$ cat src/rtl/alu_packet_engine.sv
// alu_packet_engine: parses byte-stream command packets (opcode, reserved, LEN lo/hi, payload)
// and either echoes the payload or reduces 32-bit little-endian operands into a 4-byte result.
// Ports: clk_i/rst_i (async active-high), in_* byte input (valid/ready), out_* byte output (valid/ready).
// Latency: echo byte valid 1 cycle after acceptance; first result byte 1 cycle after last payload byte.
// Backpressure: output register holds while stalled; echo input throttles on a full output register.
// Optional: define ALU_MUL_EN to enable opcode 0x88 (low 32 bits of product); otherwise 0x88 is drained.
module alu_packet_engine (
  input  logic       clk_i,
  input  logic       rst_i,
  input  logic [7:0] in_data_i,
  input  logic       in_valid_i,
  output logic       in_ready_o,
  output logic [7:0] out_data_o,
  output logic       out_valid_o,
  input  logic       out_ready_i
);

  localparam logic [7:0] OPC_ECHO = 8'hEC;
  localparam logic [7:0] OPC_ADD  = 8'hAD;
`ifdef ALU_MUL_EN
  localparam logic [7:0] OPC_MUL  = 8'h88;
`endif

  typedef enum logic [2:0] {
    S_OPC, S_RSV, S_LEN_LO, S_LEN_HI, S_ECHO, S_OPERAND, S_DRAIN, S_RESULT
  } state_t;

  state_t      state_q, state_d;
  logic [7:0]  opc_q, opc_d;
  logic [7:0]  len_lo_q, len_lo_d;
  logic [15:0] rem_q, rem_d;
  logic [31:0] acc_q, acc_d;
  logic [23:0] opnd_q, opnd_d;
  logic [1:0]  byte_idx_q, byte_idx_d;
  logic        first_q, first_d;
  logic [1:0]  res_idx_q, res_idx_d;
  logic        res_pend_q, res_pend_d;
  logic [7:0]  out_data_q, out_data_d;
  logic        out_valid_q, out_valid_d;
  // Low for the first cycle after reset so in_ready_o reads 0 while reset is applied.
  logic        run_q;

  logic        in_fire;
  logic        out_slot_free;
  logic        opc_is_mul;
  logic        opc_is_alu;
  logic        enter_result;
  logic [15:0] len_full;
  logic [15:0] pay_len;
  logic [31:0] word;
  logic [31:0] combined;

  function automatic logic [7:0] byte_of(input logic [31:0] v, input logic [1:0] idx);
    return v[8*idx +: 8];
  endfunction

`ifdef ALU_MUL_EN
  assign opc_is_mul = (opc_q == OPC_MUL);
  assign combined   = opc_is_mul ? (acc_q * word) : (acc_q + word);
`else
  assign opc_is_mul = 1'b0;
  assign combined   = acc_q + word;
`endif

  assign opc_is_alu    = (opc_q == OPC_ADD) || opc_is_mul;
  assign out_slot_free = !out_valid_q || out_ready_i;
  assign len_full      = {in_data_i, len_lo_q};
  assign pay_len       = (len_full < 16'd4) ? 16'd0 : (len_full - 16'd4);
  assign word          = {in_data_i, opnd_q};

  always_comb begin
    in_ready_o = 1'b0;
    if (run_q) begin
      case (state_q)
        S_ECHO:   in_ready_o = out_slot_free;
        S_RESULT: in_ready_o = 1'b0;
        default:  in_ready_o = 1'b1;
      endcase
    end
  end

  assign in_fire     = in_valid_i && in_ready_o;
  assign out_data_o  = out_data_q;
  assign out_valid_o = out_valid_q;

  always_comb begin
    state_d      = state_q;
    opc_d        = opc_q;
    len_lo_d     = len_lo_q;
    rem_d        = rem_q;
    acc_d        = acc_q;
    opnd_d       = opnd_q;
    byte_idx_d   = byte_idx_q;
    first_d      = first_q;
    res_idx_d    = res_idx_q;
    res_pend_d   = res_pend_q;
    out_data_d   = out_data_q;
    out_valid_d  = out_valid_q && !out_ready_i;
    enter_result = 1'b0;

    case (state_q)
      S_OPC: begin
        if (in_fire) begin
          opc_d   = in_data_i;
          state_d = S_RSV;
        end
      end
      S_RSV: begin
        if (in_fire) state_d = S_LEN_LO;
      end
      S_LEN_LO: begin
        if (in_fire) begin
          len_lo_d = in_data_i;
          state_d  = S_LEN_HI;
        end
      end
      S_LEN_HI: begin
        if (in_fire) begin
          rem_d      = pay_len;
          acc_d      = 32'd0;
          first_d    = 1'b1;
          byte_idx_d = 2'd0;
          if (pay_len != 16'd0) begin
            if (opc_q == OPC_ECHO)  state_d = S_ECHO;
            else if (opc_is_alu)    state_d = S_OPERAND;
            else                    state_d = S_DRAIN;
          end else if (opc_is_alu) begin
            enter_result = 1'b1;
          end else begin
            state_d = S_OPC;
          end
        end
      end
      S_ECHO: begin
        if (in_fire) begin
          out_data_d  = in_data_i;
          out_valid_d = 1'b1;
          rem_d       = rem_q - 16'd1;
          if (rem_q == 16'd1) state_d = S_OPC;
        end
      end
      S_OPERAND: begin
        if (in_fire) begin
          rem_d = rem_q - 16'd1;
          // Trailing 1-3 bytes never reach byte 3, so they are absorbed without a combine.
          if (byte_idx_q == 2'd3) begin
            acc_d      = first_q ? word : combined;
            first_d    = 1'b0;
            byte_idx_d = 2'd0;
          end else begin
            opnd_d[8*byte_idx_q +: 8] = in_data_i;
            byte_idx_d                = byte_idx_q + 2'd1;
          end
          if (rem_q == 16'd1) enter_result = 1'b1;
        end
      end
      S_DRAIN: begin
        if (in_fire) begin
          rem_d = rem_q - 16'd1;
          if (rem_q == 16'd1) state_d = S_OPC;
        end
      end
      S_RESULT: begin
        // res_pend_q: byte res_idx_q still waits for the output register (a trailing
        // echo byte of the previous packet may have been stalled there).
        if (res_pend_q) begin
          if (out_slot_free) begin
            out_data_d  = byte_of(acc_q, res_idx_q);
            out_valid_d = 1'b1;
            res_pend_d  = 1'b0;
          end
        end else if (out_valid_q && out_ready_i) begin
          if (res_idx_q == 2'd3) begin
            state_d = S_OPC;
          end else begin
            res_idx_d   = res_idx_q + 2'd1;
            out_data_d  = byte_of(acc_q, res_idx_q + 2'd1);
            out_valid_d = 1'b1;
          end
        end
      end
      default: state_d = S_OPC;
    endcase

    if (enter_result) begin
      state_d   = S_RESULT;
      res_idx_d = 2'd0;
      if (out_slot_free) begin
        out_data_d  = acc_d[7:0];
        out_valid_d = 1'b1;
        res_pend_d  = 1'b0;
      end else begin
        res_pend_d  = 1'b1;
      end
    end
  end

  always_ff @(posedge clk_i or posedge rst_i) begin
    if (rst_i) begin
      state_q     <= S_OPC;
      opc_q       <= 8'h00;
      len_lo_q    <= 8'h00;
      rem_q       <= 16'd0;
      acc_q       <= 32'd0;
      opnd_q      <= 24'd0;
      byte_idx_q  <= 2'd0;
      first_q     <= 1'b1;
      res_idx_q   <= 2'd0;
      res_pend_q  <= 1'b0;
      out_data_q  <= 8'h00;
      out_valid_q <= 1'b0;
      run_q       <= 1'b0;
    end else begin
      state_q     <= state_d;
      opc_q       <= opc_d;
      len_lo_q    <= len_lo_d;
      rem_q       <= rem_d;
      acc_q       <= acc_d;
      opnd_q      <= opnd_d;
      byte_idx_q  <= byte_idx_d;
      first_q     <= first_d;
      res_idx_q   <= res_idx_d;
      res_pend_q  <= res_pend_d;
      out_data_q  <= out_data_d;
      out_valid_q <= out_valid_d;
      run_q       <= 1'b1;
    end
  end

endmodule

$ cat config.mk
export PLATFORM = sky130hd
export DESIGN_NAME = alu_packet_engine
export DESIGN_NICKNAME = d
export VERILOG_FILES = /design/src/rtl/alu_packet_engine.sv
export SDC_FILE = /design/constraint.sdc
export NUM_CORES = 1
export LEC_CHECK = 0
export ABC_AREA = 1
export CORE_MARGIN = 2
export CORE_UTILIZATION = 35
export DETAILED_ROUTE_END_ITERATION = 12
export PLACE_DENSITY = 0.54
export SLEW_MARGIN = 25
export SYNTH_ARGS = -nofsm -noshare
export SYNTH_HDL_FRONTEND = slang
export SYNTH_SLANG_ARGS = --single-unit
export TNS_END_PERCENT = 10
$ cat constraint.sdc
create_clock -name clk_i -period 3.44 [get_ports clk_i]
set_clock_uncertainty 0.05 [all_clocks]
set_input_delay 0.516 -clock clk_i [delete_from_list [all_inputs] [get_ports clk_i]]
set_output_delay 0.516 -clock clk_i [all_outputs]
set_load 0.1 [all_outputs]
* Word level (Yosys, flattened, before mapping)
Index checks and enable logic that the tools add are counted.
Word-level totals: output and inout bits 10, bits of input ports 12, logic and storage cells 143, flip-flop bits (word level) 107, latch bits 0, RAM bits 0, memories kept 0, memory bits (read-only) 0
Cells by class: shift operators 4, add/subtract/negate cells 6, eq/ne operators 28, divide/modulo/power cells 0, reductions and logical operators 23, multiplexer cells 66, bitwise operators 1, $lt $le $gt $ge 1, multipliers 0
Operator list (count):
- 32-bit 2-to-1 mux | 4
- 32-bit one-hot mux with 2 select lines | 1
- 32-bit by 6-bit indexed part select with 8-bit output | 2
- 8-bit 2-to-1 mux | 7
- 16-bit 2-to-1 mux | 3
- 3-bit 2-to-1 mux | 12
- 5-bit negator with 34-bit output | 1
- 8-bit by 34-bit variable shift with 24-bit output (first input constant) | 1
- 8-bit by 34-bit indexed part select with 24-bit output | 1
- 32-bit adder | 1
- 16-bit one-hot mux with 2 select lines | 1
- 24-bit bitwise mux | 1
- 3-bit inequality test (second input constant) | 7
- 1-bit 2-to-1 mux | 20
- 2-bit 2-to-1 mux | 10
- 3-bit one-hot mux with 6 select lines | 1
- 16-bit by 1-bit == test with 1-bit output (second input constant) | 1
- 8-bit == test (second input constant) | 2
- 16-bit by 3-bit less-than comparator with 1-bit output (second input constant) | 1
- 8-bit one-hot mux with 2 select lines | 1
- 16-bit nonzero test | 1
- 16-bit by 1-bit subtractor with 16-bit output (second input constant) | 1
- 16-bit by 3-bit subtractor with 16-bit output (second input constant) | 1
- 3-bit == test (second input constant) | 4
- 23 further kinds | 44

* Logic depth before layout (Yosys ltp)
Gate-level depths: netlist of run 1.
depth after elaboration 9, mapped depth 19, mapped depth without buffers 19

* Worst setup path before layout of run 1
No wires, ideal clock.
path type reg-to-reg, start register out_valid_q (netlist: out_valid_o), end register out_data_q[7] (netlist: out_data_o[7]), path buffers 0, setup time 0.113 ns, clock period less this slack 2.710 ns, required time 3.277 ns, data arrival time 2.547 ns, path slack 0.730 ns, cell stages (with the launch flop) 15, cells stage by stage dfrtp_1 -> inv_1 -> nor2_1 -> a21oi_4 -> nand2_8 -> inv_8 -> nand2_4 -> nor2_2 -> nand2_4 -> inv_6 -> nand2_8 -> clkinv_4 -> nand2_2 -> nand2_1 -> inv_1
Between the ends: cells in the longest elaborated chain, start to end 9, elaborated cells on any way between the ends 19, classes of those cells 15 x mux; 4 x reduce/logical
RTL lines:
- start, declared | line 39 | logic out_valid_q, out_valid_d;
- start signal, assigned | line 225 | out_valid_q <= out_valid_d;
- 1-bit logical NOT (*) | line 66 | assign out_slot_free = !out_valid_q || out_ready_i;
- 1-bit logical OR (*) | line 66
- 1-bit one-hot mux with 2 select lines (*) | line 74 | case (state_q)
- 1-bit 2-to-1 mux (*) | line 73 | if (run_q) begin
- named net in_ready_o | line 12 | output logic in_ready_o,
- 1-bit logical AND (*) | line 82 | assign in_fire = in_valid_i && in_ready_o;
- 8-bit 2-to-1 mux (tied with other cells) | line 135 | if (in_fire) begin
- 8-bit one-hot mux with 2 select lines / 32-bit one-hot mux with 2 select lines (equally long branches) | line 101 | case (state_q)
- 8-bit 2-to-1 mux | line 188 | if (out_slot_free) begin
- 8-bit 2-to-1 mux (*) | line 185 | if (enter_result) begin
- named net out_data_d[7] | line 38 | logic [7:0] out_data_q, out_data_d;
- end signal, assigned | line 224 | out_data_q <= out_data_d;
- end, declared | line 38
Mark *: on every way through the listed nets, which the timed path passes. The rest lies on a longest branch. The select of a mux whose other input is x is not followed. A chain may end at the register's enable or synchronous reset.

* Worst setup path after layout of run 1
start register acc_q[0], end register acc_q[22]
Between the ends: cells in the longest elaborated chain, start to end 5
RTL lines:
- start, declared | line 32 | logic [31:0] acc_q, acc_d;
- start signal, assigned | line 204 | acc_q <= 32'd0;
- start signal, assigned | line 218 | acc_q <= acc_d;
- 32-bit adder | line 62 | assign combined = acc_q + word;
- 32-bit 2-to-1 mux | line 147 | acc_d = first_q ? word : combined;
- 32-bit 2-to-1 mux | line 146 | if (byte_idx_q == 2'd3) begin
- 32-bit 2-to-1 mux | line 143 | if (in_fire) begin
- 32-bit one-hot mux with 2 select lines | line 101
Every way passes these cells. The select of a mux whose other input is x is not followed.

==> results.json, run 1 <==
{
  "drive_gt1_frac": 0.08360,
  "grt_max_degree": 71,
  "num_antenna_cells": 0,
  "dpl.hpwl_mm": 22.68,
  "fmax_mhz": 336.7,
  "yosysTopAreaCell": "dfrtp_1",
  "drt_iter0_markers": 764,
  "drt-met1-wl_mm": 14.69,
  "worst-endpoint-arrival_ns": 3.18,
  "hold_end": "len_lo_q[2]",
  "avgSynthCellArea_sq_um": 6.954,
  "drv_cap": 0,
  "critical_path_class": "reg2reg",
  "cts_max_level": 3,
  "pin_count": 22,
  "final_nets": 1280,
  "synth_nets": 1259,
  "holdPathStages": 2,
  "dominantRegCellSynth": "dfrtp_1",
  "synth-edff-count": 0,
  "synthTopCellsByCount": "222 x nand2_1, 188 x o21ai_0, 130 x inv_1",
  "antenna_left": 0,
  "endpoint_kind": "flop",
  "post_cts.repair.setup_buffers": 0,
  "top_layer": "met4",
  "grt_overflow": 0,
  "drtPass1Iterations": 5,
  "rr_startpoint": "acc_q[0]",
  "clock_sinks": 107,
  "critPathTopFamily": "simple AND/OR/NAND/NOR gates",
  "crit_top_cell": "nand2_1",
  "wl_mm": 29.31,
  "critPathBufInv": 0,
  "critical_path.max_stage_delay_ns": 0.42,
  "seq_area_frac_synth": 0.3194,
  "synth_most_common_cell": "nand2_1",
  "total_power_uw": 7297,
  "cts_tree": "done",
  "area_growth_syn_to_layout_pct": 11.34,
  "syn_area_sq_um": 8387,
  "cts_buffers": 9,
  "tns_ns": 0,
  "setup_viol": 0,
  "synthCells": 1206,
  "place_congestion": 0.9846,
  "ys_warn_count": 0,
  "die_x_um": 158.8,
  "rows": 56,
  "final_hold_viol_count": 0,
  "cts_root_buffer": "clkbuf_16",
  "reg2reg_depth": 13,
  "min_path_type": "reg2reg",
  "worstPathRequired_ns": 3.65,
  "start_util": 0.3573,
  "core_area_sq_um": 23470,
  "vias": 8440,
  "ctsResizeCount": 0,
  "run_status": "finished clean",
  "grt_pass1_vias": 7807,
  "dr_wl_met3_mm": 1.875,
  "clkSlewWorstSetupHoldPaths_ns": 0.07,
  "die_h_um": 158.8,
  "wl_per_cell_um": 18.90,
  "route.met2.wl_mm": 12.30,
  "grt_util_all_layers": 0.2338,
  "power_leakage_uw": 0.004459,
  "relSlewSlack": 0.3388,
  "async_flop_share": 1.000,
  "synthDistinctLibCells": 56,
  "r2r_slack_ns": 0.47,
  "period_needed_ns": 2.970,
  "dieArea_sq_um": 25220,
  "netlist.area_leader.share": 0.3163,
  "hp-start": "len_lo_q[2]",
  "peakVddDrop_mv": 0.3741,
  "worstPathMaxFanout": 5,
  "vias_per_cell": 5.442,
  "worst_pin_slew_ns": 0.9887,
  "drc": 0,
  "clockBufferDepth": 2,
  "rsz0062_at_grt": "no",
  "ys_ff_latch": 107,
  "grt_pass1_wl_mm": 45.94,
  "fin_util": 0.3978,
  "antenna_found_initial": 0,
  "synth_area_leaders": "dfrtp_1 32%, o21ai_0 11%, nand2_1 9.9%",
  "hold_buffers": 0,
  "crit_chain": "ha_1 -> fa_1 -> nand3_1 -> nand3_1 -> a21boi_0 -> o21ai_0 -> nand2_1 -> nand2_1 -> nand2_1 -> a21o_1 -> nand3_1 -> nand2_1 -> nand2_1",
  "post-route-period-util": 0.8634,
  "p_per_area_nw_per_um2": 781.5,
  "start_kind": "flop",
  "portBuffers": 21,
  "maxSlewViolCount": 0,
  "regToRegEndpoint": "acc_q[22]",
  "cp_slowest_cell": "dfrtp_1",
  "clock_latency_ns": 0.36
}
cells in the final DEF (no fill, tap or decap), types with 4 or more instances in the layout:
| cell type | instances |
|---|---|
| nand2_2 | 9 |
| inv_2 | 7 |
| ha_1 | 40 |
| clkdlybuf4s50_1 | 20 |
| a21oi_1 | 126 |
| nor3_1 | 11 |
| nor2_2 | 10 |
| xor2_1 | 14 |
| a21o_1 | 6 |
| xnor2_1 | 6 |
| o22ai_1 | 8 |
| o21ai_0 | 188 |
| nor2_4 | 5 |
| o221ai_1 | 5 |
| o21bai_1 | 6 |
| inv_1 | 129 |
| buf_4 | 35 |
| nor2_1 | 97 |
| nand3_1 | 69 |
| dfrtp_1 | 106 |
| clkbuf_16 | 9 |
| o211ai_1 | 16 |
| nand4_1 | 31 |
| o21ai_1 | 4 |
| nand2_1 | 222 |
routing by layer:
layer	track usage	vias to the layer above
met4	0.06088	0
met5	0	-
met2	0.3398	288
met1	0.3637	3990
li1	-	4141
met3	0.02586	21
area by class of cell:
type / count / area (sq um)
inverters: 145 / 569.3
clock inverters: 5 / 77.57
clock buffers: 11 / 232.7
well taps: 319 / 399.1
flip-flops and latches: 107 / 2679
fillers: 2554 / 14130
multi-input cells: 908 / 4897
repair buffers: 56 / 483.0
how the worst max path moves through the flow:
stage,slack (ns),to,startpoint,cells after the start
floorplan,0.06,acc_q[0],rst_i,1
global placement,0.21,acc_q[31],in_data_i[4],13
detailed placement,0.29,out_data_o[7],in_data_i[5],17
CTS,0.51,acc_q[22],acc_q[0],13
global route,0.18,acc_q[22],acc_q[0],13
finish,0.47,acc_q[22],acc_q[0],13
worst min-delay path, cell delays in order, from the launching register on:
cell	delay, ns
dfrtp_1	0.35
nand2_1	0.05
o21ai_0	0.06
power breakdown:
group          internal, uW  switching [uW]
clock network           638             519
logic                  1240            2720
registers              1710             474
total                  3590            3710
flip-flops by register name (all words and copies together), names as in the netlist, 3 cells and up:
| name | flops |
|---|---|
| opc_q | 8 |
| opnd_q | 24 |
| out_data_o | 8 |
| rem_q | 16 |
| state_q | 3 |
| len_lo_q | 8 |
| acc_q | 32 |
cell families after synthesis:
kind of cell / after synthesis / share of synthesized area
compound gates: 379 / 0.2472
other cells: 1 / 0.0004471
xor+xnor: 20 / 0.02089
fa+ha+maj: 41 / 0.06206
flops: 107 / 0.3194
simple gates: 467 / 0.2527
buf+inv: 191 / 0.09727
metrics by stage:
| stage | area, sq um | setup WS, ns | cells | hold WS [ns] |
|---|---|---|---|---|
| after CTS | 9338 | 0.5104 | 1551 | 0.4504 |
| after floorplan | 8387 | 0.05841 | 1206 | 0.4030 |
| after global routing | 9338 | 0.1810 | 1551 | 0.4740 |
| final | 9338 | 0.4698 | 1551 | 0.4445 |
| after global placement | 9027 | 0.2114 | 1535 | 0.4210 |
| after detailed placement | 9027 | 0.2854 | 1535 | 0.4334 |
No activity file was read; power rests on OpenSTA's default activity.
==> run 2: changes to the inputs <==
--- a/config.mk
+++ b/config.mk
@@ -6,7 +6,6 @@
 export NUM_CORES = 1
 export LEC_CHECK = 0
 export ABC_AREA = 1
-export CORE_MARGIN = 2
 export CORE_UTILIZATION = 35
 export DETAILED_ROUTE_END_ITERATION = 12
 export PLACE_DENSITY = 0.54
==> run 2 against run 1 <==
Against the previous run:
- worst setup slack better by 0.074 ns
- register-to-register slack better by 0.07 ns
- sequential share of layout area up 0.077 points
- clock power shrank 4%
- count of clock-buffer cells in the layout fell by 1
- sequential cell count did not move
- fmax is 2.6% higher
- total power shrank 1.3%
- critical path depth decreased by 2
- utilization shrank 0.11 points
- non-clock buffer count is 1 lower
- highest routed layer unchanged
==> results.json, run 2 (synthesized netlist as in run 1, its figures left out) <==
{
  "clock_sinks": 107,
  "relSlewSlack": 0.3441,
  "p_per_area_nw_per_um2": 773.7,
  "mostFrequentLayoutCells": "222 x nand2_1, 188 x o21ai_0, 129 x inv_1",
  "total_power_uw": 7206,
  "place_congestion": 0.9187,
  "crit_chain": "ha_1 -> fa_1 -> nand3_1 -> nand3_1 -> a21boi_0 -> o21ai_0 -> nand4_1 -> nand2_1 -> xor2_1 -> o21ai_0 -> o21ai_0",
  "wl_mm": 28.68,
  "antenna_found_initial": 0,
  "hp-start": "opc_q[3]",
  "grt_pass1_vias": 8051,
  "period_needed_ns": 2.896,
  "dieArea_sq_um": 24580,
  "grt_pass1_wl_mm": 45.42,
  "finalInstanceArea_sq_um": 9313,
  "drc": 0,
  "startpoint": "acc_q[0]",
  "wl_per_cell_um": 18.50,
  "critPathBufInv": 0,
  "final_common_cell": "nand2_1",
  "die_x_um": 156.8,
  "grt_max_degree": 47,
  "run_status": "finished clean",
  "final_hold_viol_count": 0,
  "worst_pin_slew_ns": 0.9809,
  "regMostFlops": "acc_q",
  "worstPathRequired_ns": 3.61,
  "critical_path.max_stage_delay_ns": 0.42,
  "hold_buffers": 0,
  "post-route-period-util": 0.8418,
  "cts_buffers": 9,
  "die_h_um": 156.8,
  "start_util": 0.3573,
  "drv_cap": 0,
  "worstPathMaxFanout": 3,
  "cts_max_level": 3,
  "fin_hold_ws_ns": 0.4401,
  "drive_gt1_frac": 0.08367,
  "grt_overflow": 0,
  "vias": 8326,
  "final_nets": 1279,
  "fin_util": 0.3967,
  "post_cts.repair.setup_buffers": 0,
  "start_kind": "flop",
  "cts_tree": "done",
  "ctsResizeCount": 0,
  "fmax_mhz": 345.3,
  "min_path_type": "reg2reg",
  "worst-endpoint-arrival_ns": 3.07,
  "dpl.hpwl_mm": 22.53,
  "clock_latency_ns": 0.37,
  "multi_input_area_sq_um": 4892,
  "cp_slowest_cell": "dfrtp_1",
  "largest_reg_flops": 32,
  "grt_util_all_layers": 0.2446,
  "drt_iter0_markers": 582,
  "crit_top_cell": "o21ai_0",
  "final-seq-area_sq_um": 2679,
  "rsz0062_at_grt": "no",
  "num_antenna_cells": 0,
  "clockBufferDepth": 2,
  "drtPass1Iterations": 5,
  "portBuffers": 21,
  "peakVddDrop_mv": 0.4242,
  "maxSlewViolCount": 0,
  "core_area_sq_um": 23470,
  "tns_ns": 0,
  "antenna_left": 0,
  "rr_startpoint": "acc_q[0]",
  "cts_root_buffer": "clkbuf_16",
  "pin_count": 22,
  "vias_per_cell": 5.372,
  "area_growth_syn_to_layout_pct": 11.04,
  "rows": 56,
  "endpoint_kind": "flop",
  "setup_viol": 0,
  "clkSlewWorstSetupHoldPaths_ns": 0.08,
  "reg.largest.list": "acc_q x32, opnd_q x24, rem_q x16",
  "placed_area_sq_um": 9012,
  "power_leakage_uw": 0.004454,
  "critPathTopFamily": "compound AO/OA/AOI/OAI gates",
  "fillers": 2540,
  "critical_path_class": "reg2reg"
}
## run 2: cell types whose count changed in the layout (fill, tap and decap cells not counted)
cell,delta
inv_6,+1
clkinv_4,+1
inv_8,+1
clkdlybuf4s50_1,-1
bufinv_16,-1
clkbuf_1,-1
nor3_1,+1
clkinv_2,-1
nor3_2,-1
## run 2: worst paths after layout
| kind | slack [ns] | endpoint | cells after the start |
|---|---|---|---|
| hold / removal | 0.44 | opc_q[3] | 2 |
| setup reg to reg | 0.54 | acc_q[30] | 11 |
| setup / recovery | 0.54 | acc_q[30] | 11 |
| max in group asynchronous | 2.10 | first_q | 3 |
| min in group asynchronous | 0.51 | rem_q[2] | 2 |
| hold reg to reg | 0.44 | opc_q[3] | 2 |
## run 2: where the power goes
| group | switching [uW] | internal, uW | total [uW] |
|---|---|---|---|
| Clock | 537 | 575 | 1110 |
| Sequential | 492 | 1710 | 2200 |
| Combinational | 2650 | 1240 | 3890 |
## run 2: stage by stage
stage                     setup slack [ns]  cells
after global routing                0.3648   1550
after detailed placement            0.2471   1534
after floorplan                    0.05841   1206
after CTS                           0.6079   1550
after global placement              0.2473   1534
final                               0.5442   1550
## run 2: worst reg2reg max path, stage by stage, from the launching register on
cell	delay [ns]
dfrtp_1	0.42
ha_1	0.24
fa_1	0.40
nand3_1	0.08
nand3_1	0.10
a21boi_0	0.29
o21ai_0	0.30
nand4_1	0.15
nand2_1	0.07
xor2_1	0.15
o21ai_0	0.34
o21ai_0	0.16
## run 2: metal layers
metal  part of all wire  global-route usage
met1               0.47              0.3316
met2               0.45              0.3909
met3              0.049             0.03185
met4              0.034             0.09991
met5                  0                   0
## run 2: final cells by class
class / count / area share
clock buffer: 10 / 0.02459
clock inverter: 6 / 0.007658
inverter: 145 / 0.06113
multi-input combinational: 908 / 0.5253
sequential: 107 / 0.2877
tap: 319 / 0.04286
timing repair buffer: 55 / 0.05079
==> run 3: changes to the inputs <==
--- a/config.mk
+++ b/config.mk
@@ -8,7 +8,7 @@
 export ABC_AREA = 1
 export CORE_UTILIZATION = 35
 export DETAILED_ROUTE_END_ITERATION = 12
-export PLACE_DENSITY = 0.54
+export PLACE_DENSITY = 0.52
 export SLEW_MARGIN = 25
 export SYNTH_ARGS = -nofsm -noshare
 export SYNTH_HDL_FRONTEND = slang
==> constraint.sdc (replaced) <==
create_clock -name clk_i -period 2.7 [get_ports clk_i]
set_clock_uncertainty 0.05 [all_clocks]
set_input_delay 0.405 -clock clk_i [delete_from_list [all_inputs] [get_ports clk_i]]
set_output_delay 0.405 -clock clk_i [all_outputs]
set_load 0.1 [all_outputs]
==> run 3 against run 2 <==
Against the previous run:
- final cell count up 3.6%
- worst hold slack better by 0.0046 ns
- worst setup slack worse by 0.38 ns
==> results.json, run 3 (synthesized netlist as in run 1, its figures left out) <==
{
  "fmax_mhz": 394.2,
  "multi_input_area_sq_um": 4917,
  "relSlewSlack": 0.4928,
  "core_area_sq_um": 23470,
  "met3_usage": 0.04099,
  "die_x_um": 156.8,
  "dieArea_sq_um": 24580,
  "grt_overflow": 0,
  "maxSlewViolCount": 0,
  "critPathBufInv": 0,
  "wl_mm": 29.59,
  "p_per_area_nw_per_um2": 978.4,
  "regMostFlops": "acc_q",
  "clock_sinks": 107,
  "rsz0062_at_grt": "yes",
  "min_path_type": "reg2reg",
  "grtUsageMet2": 0.3778,
  "post_cts.repair.setup_buffers": 0,
  "period_needed_ns": 2.537,
  "critical_path.max_stage_delay_ns": 0.44,
  "rows": 56,
  "crit_chain": "ha_1 -> a21oi_1 -> o21ai_0 -> a21oi_1 -> nand2_1 -> a21oi_2 -> xor2_1 -> nand2_1 -> o211ai_1 -> o21ai_0",
  "portBuffers": 21,
  "die_h_um": 156.8,
  "critical_path_class": "reg2reg",
  "grt_pass1_vias": 7895,
  "critPathTopFamily": "compound AO/OA/AOI/OAI gates",
  "fin_hold_ws_ns": 0.4448,
  "cts_max_level": 3,
  "final_nets": 1335,
  "fillers": 2500,
  "drc": 0,
  "setup_viol": 0,
  "final-seq-area_sq_um": 2679,
  "cts_root_buffer": "clkbuf_16",
  "drtPass1Iterations": 5,
  "grt_pass1_wl_mm": 45.76,
  "drv_cap": 0,
  "worst-endpoint-arrival_ns": 2.73,
  "start_util": 0.3573,
  "hold_end": "opc_q[3]",
  "drive_gt1_frac": 0.1352,
  "worstPathRequired_ns": 2.89,
  "r2r_slack_ns": 0.16,
  "worst_pin_slew_ns": 0.7580,
  "tns_ns": 0,
  "antenna_found_initial": 0,
  "grt_util_all_layers": 0.2488,
  "holdPathStages": 2,
  "met1_usage": 0.3632,
  "num_antenna_cells": 0,
  "dpl.hpwl_mm": 22.60,
  "cts_buffers": 9,
  "reg2reg_depth": 10,
  "peakVddDrop_mv": 0.7135,
  "area_growth_syn_to_layout_pct": 16.49,
  "antenna_left": 0,
  "run_status": "finished clean",
  "rr_startpoint": "acc_q[10]",
  "clock_latency_ns": 0.37,
  "pin_count": 22,
  "pre_cts_slack_ns": -0.1922,
  "vias": 8494,
  "setup_slack_ns": 0.1629,
  "largest_reg_flops": 32,
  "ctsResizeCount": 0,
  "reg.largest.list": "acc_q x32, opnd_q x24, rem_q x16",
  "vias_per_cell": 5.289,
  "grt_busiest_layer": "met2",
  "power_leakage_uw": 0.004761,
  "worstPathMaxFanout": 4,
  "place_congestion": 0.9472,
  "hp-start": "opc_q[3]",
  "start_kind": "flop",
  "cts_tree": "done",
  "wl_per_cell_um": 18.43,
  "post-route-period-util": 0.9397,
  "final_hold_viol_count": 0,
  "clockBufferDepth": 2,
  "drt_iter0_markers": 659,
  "hold_buffers": 0,
  "final_common_cell": "nand2_1",
  "mostFrequentLayoutCells": "222 x nand2_1, 187 x o21ai_0, 129 x inv_1",
  "regToRegEndpoint": "acc_q[17]",
  "cp_slowest_cell": "dfrtp_1",
  "fin_util": 0.4162,
  "clkSlewWorstSetupHoldPaths_ns": 0.09,
  "grt_max_degree": 108,
  "endpoint_kind": "flop"
}
-- run 3: cell count changes in the layout (fill, tap and decap cells not counted), sizes merged --
cell / before / now
clkdlybuf4s50: 19 / 11
clkinv: 6 / 7
buf: 36 / 100
clkbuf: 10 / 9
-- run 3: through the flow --
step                      instance area [sq um]  total power [uW]  instances
after floorplan                            8391              6310       1206
after global placement                     9427              7989       1590
after detailed placement                   9427              7985       1590
after CTS                                  9744              9499       1606
after global routing                       9769             10290       1606
final                                      9769              9559       1606
-- run 3: worst max path at each step --
stage	from	end	slack, ns	cells after the start
after floorplan	out_valid_o	out_data_o[7]	-0.01	14
after CTS	acc_q[0]	acc_q[18]	0.03	11
final	acc_q[10]	acc_q[17]	0.16	10
after detailed placement	in_data_i[4]	acc_q[31]	-0.19	13
after global placement	in_data_i[4]	acc_q[31]	-0.18	13
after global routing	acc_q[10]	acc_q[17]	-0.01	10
-- run 3: cell type report --
cell class	instances	area share
multi-input cells	908	0.5033
flip-flops and latches	107	0.2742
repair buffers	111	0.09068
inverters	145	0.05840
well taps	319	0.04086
clock buffers	9	0.02305
clock inverters	7	0.009477
-- run 3: per-layer routing --
metal,vias up,share of wire
met5,-,0
met4,0,0.017
met3,25,0.059
met2,263,0.43
met1,3960,0.49
li1,4246,-
-- run 3: power breakdown --
group / leakage (uW) / internal, uW / switching, uW / total, uW
combinational: 0.00327 / 1760 / 3530 / 5290
clock: 0.000155 / 747 / 734 / 1480
sequential: 0.00133 / 2180 / 609 / 2790
total: 0.00476 / 4680 / 4880 / 9560
-- run 3: worst reg2reg max path: stages (launching register included) --
cell and delay (ns):
dfrtp_1 0.44, ha_1 0.38, a21oi_1 0.23, o21ai_0 0.16, a21oi_1 0.24, nand2_1 0.18
a21oi_2 0.21, xor2_1 0.16, nand2_1 0.06, o211ai_1 0.15, o21ai_0 0.14
==> edit, RTL diff (settings of run 3) <==
Build with the macro `ALU_MUL_EN` defined.
--- a/src/rtl/alu_packet_engine.sv
+++ b/src/rtl/alu_packet_engine.sv
@@ -4,6 +4,8 @@
 // Latency: echo byte valid 1 cycle after acceptance; first result byte 1 cycle after last payload byte.
 // Backpressure: output register holds while stalled; echo input throttles on a full output register.
 // Optional: define ALU_MUL_EN to enable opcode 0x88 (low 32 bits of product); otherwise 0x88 is drained.
+`define ALU_MUL_EN
+
 module alu_packet_engine (
   input  logic       clk_i,
   input  logic       rst_i,
Check against the original RTL: not equivalent (a bounded check fails within 10 cycles, from zero or initial values and one cycle with rst_i high).
==> edit against run 3 <==
Area after synthesis grew to 3.0 times the old value. Cell area grew to 3.3 times the old value. Setup slack got worse by 4200 ps. Die area increased to 3.0 times the old value. Sequential cell count did not move. The flow now finishes with violations (setup timing). Non-clock buffer count increased by 454. Wire length grew to 3.1 times the old value.
Power is left out: the tool's default activity adds up to more than one toggle a clock period on the data nets, which glitch-free logic cannot reach.
==> edit: results (changes against run 3) <==
run status=finished, violations left; failing checks=setup timing; vias per inst=4.82 (-8.8%); global-route wire length before repair=142 mm (+210%); Post-Route WL=91.6 mm (+210%); final setup margin=-4060 ps (-4220 ps); comb_multi_in=2371 (+160%); Non-CTS buffers=565 (+410%); Highest Signal Layer=met4; commonest cells in the netlist=nand2_1 (941), inv_1 (919), fa_1 (409), o21ai_0 (218), ha_1 (163); M1 WL=40.5 mm (+180%); largest net degree at the start of global routing=42 (-61%); slew margin rel.=51.2% (+1.9 points); GPL Wtd Cong=0.988 (+4.3%); met3 WL=5.25 mm (+200%); number of signal-net inverters in the final layout=926 (+540%); fraction of area in registers=8.46% (-19 points); HPWL Detailed=77.6 mm (+240%); Max H-tree Level=3 (unchanged); GRT Resource Usage Total=25.4% (+0.48 points); ClkCell Share=0.979% (-2.3 points); fillers=7342 (+190%); top cells by area, synth=fa_1 (32%), nand2_1 (14%), inv_1 (14%), dfrtp_1 (10%), ha_1 (8.1%); global routing met2 resource utilization=41.5% (+3.7 points); Net Count, Synth=4154 (+230%); multi-input gate share of total cell area=60.3% (+9.9 points); final setup fails=43 (+43); CP arrival=6980 ps (+4250 ps); grt met1 use=33.7% (-2.6 points); Final Net Count=4564 (+240%); Seq/Total Area, Yosys=10.6% (-21 points); layout cells sized above 1=18.4% (+4.9 points); non-clock buffer area fraction after layout=15.6% (+6.6 points); Distinct cells, synth=56 (unchanged); initial antenna violation count=0 (unchanged); met3 Usage GRT=3.64% (-0.46 points); final sequential cell count=107 (unchanged); Synth Area in Adders=40.4% (+34 points); n_diodes=0 (unchanged); prevailing post-synth register cell=dfrtp_1; HP Class=in -> async; Post-Synth XOR/XNOR Area=1.59% (-0.50 points); WL met2=41.7 mm (+230%)
==> edit: final timing paths <==
path	slack, ps	depth (start not counted)	from	endpoint
setup / recovery	-4060	27	acc_q[13]	acc_q[31]
hold / removal	360	2	rst_i	acc_q[1]
setup reg to reg	-4060	27	acc_q[13]	acc_q[31]
hold reg to reg	430	2	rem_q[5]	rem_q[5]
max in group asynchronous	1590	3	rst_i	acc_q[10]
min in group clk_i	430	2	rem_q[5]	rem_q[5]
==> edit: through the flow <==
step                cell area (um2)  setup slack, ps  setup TNS (ps)  std cells
detailed placement            30800            -4290         -117870       4891
global placement              30800            -4250         -116970       4891
CTS                           31600            -4050         -107720       4918
floorplan                     25800            -3720         -236260       3570
finish                        31800            -4060         -107270       4935
global route                  31800            -4360         -118000       4935
==> edit: critical path, cell delays in order (launching register included) <==
cell	delay, ps
dfrtp_2	450
buf_4	150
buf_4	140
ha_1	250
fa_1	470
fa_1	500
inv_1	60
fa_1	500
fa_1	520
inv_1	50
fa_1	560
fa_1	440
fa_1	540
fa_1	460
ha_4	310
buf_4	120
nand2_1	70
buf_4	150
o21ai_1	170
a22oi_1	100
nand3_2	130
inv_1	60
nand2_1	80
nand3_2	80
nand2_1	70
nand2_1	50
nand2_1	50
nand2_1	50
==> edit: logic make-up (layout without fill, tap and decap cells) <==
family                     count (synthesis)  after routing
AOI/OAI and AO/OA                        472            472
xor gates and xnor gates                  46             46
adders and majority gates                572            572
buffers and inverters                   1092           1507
DFF                                      107            107
other                                      1              1
and+or+nand+nor                         1280           1280
==> edit: repair_timing <==
action	CTS	global route
buffers inserted	11	16
gates resized for setup	97	55
setup endpoints to repair	44	49
pin swaps	33	37
hold endpoints to repair	0	0
cloned	0	1
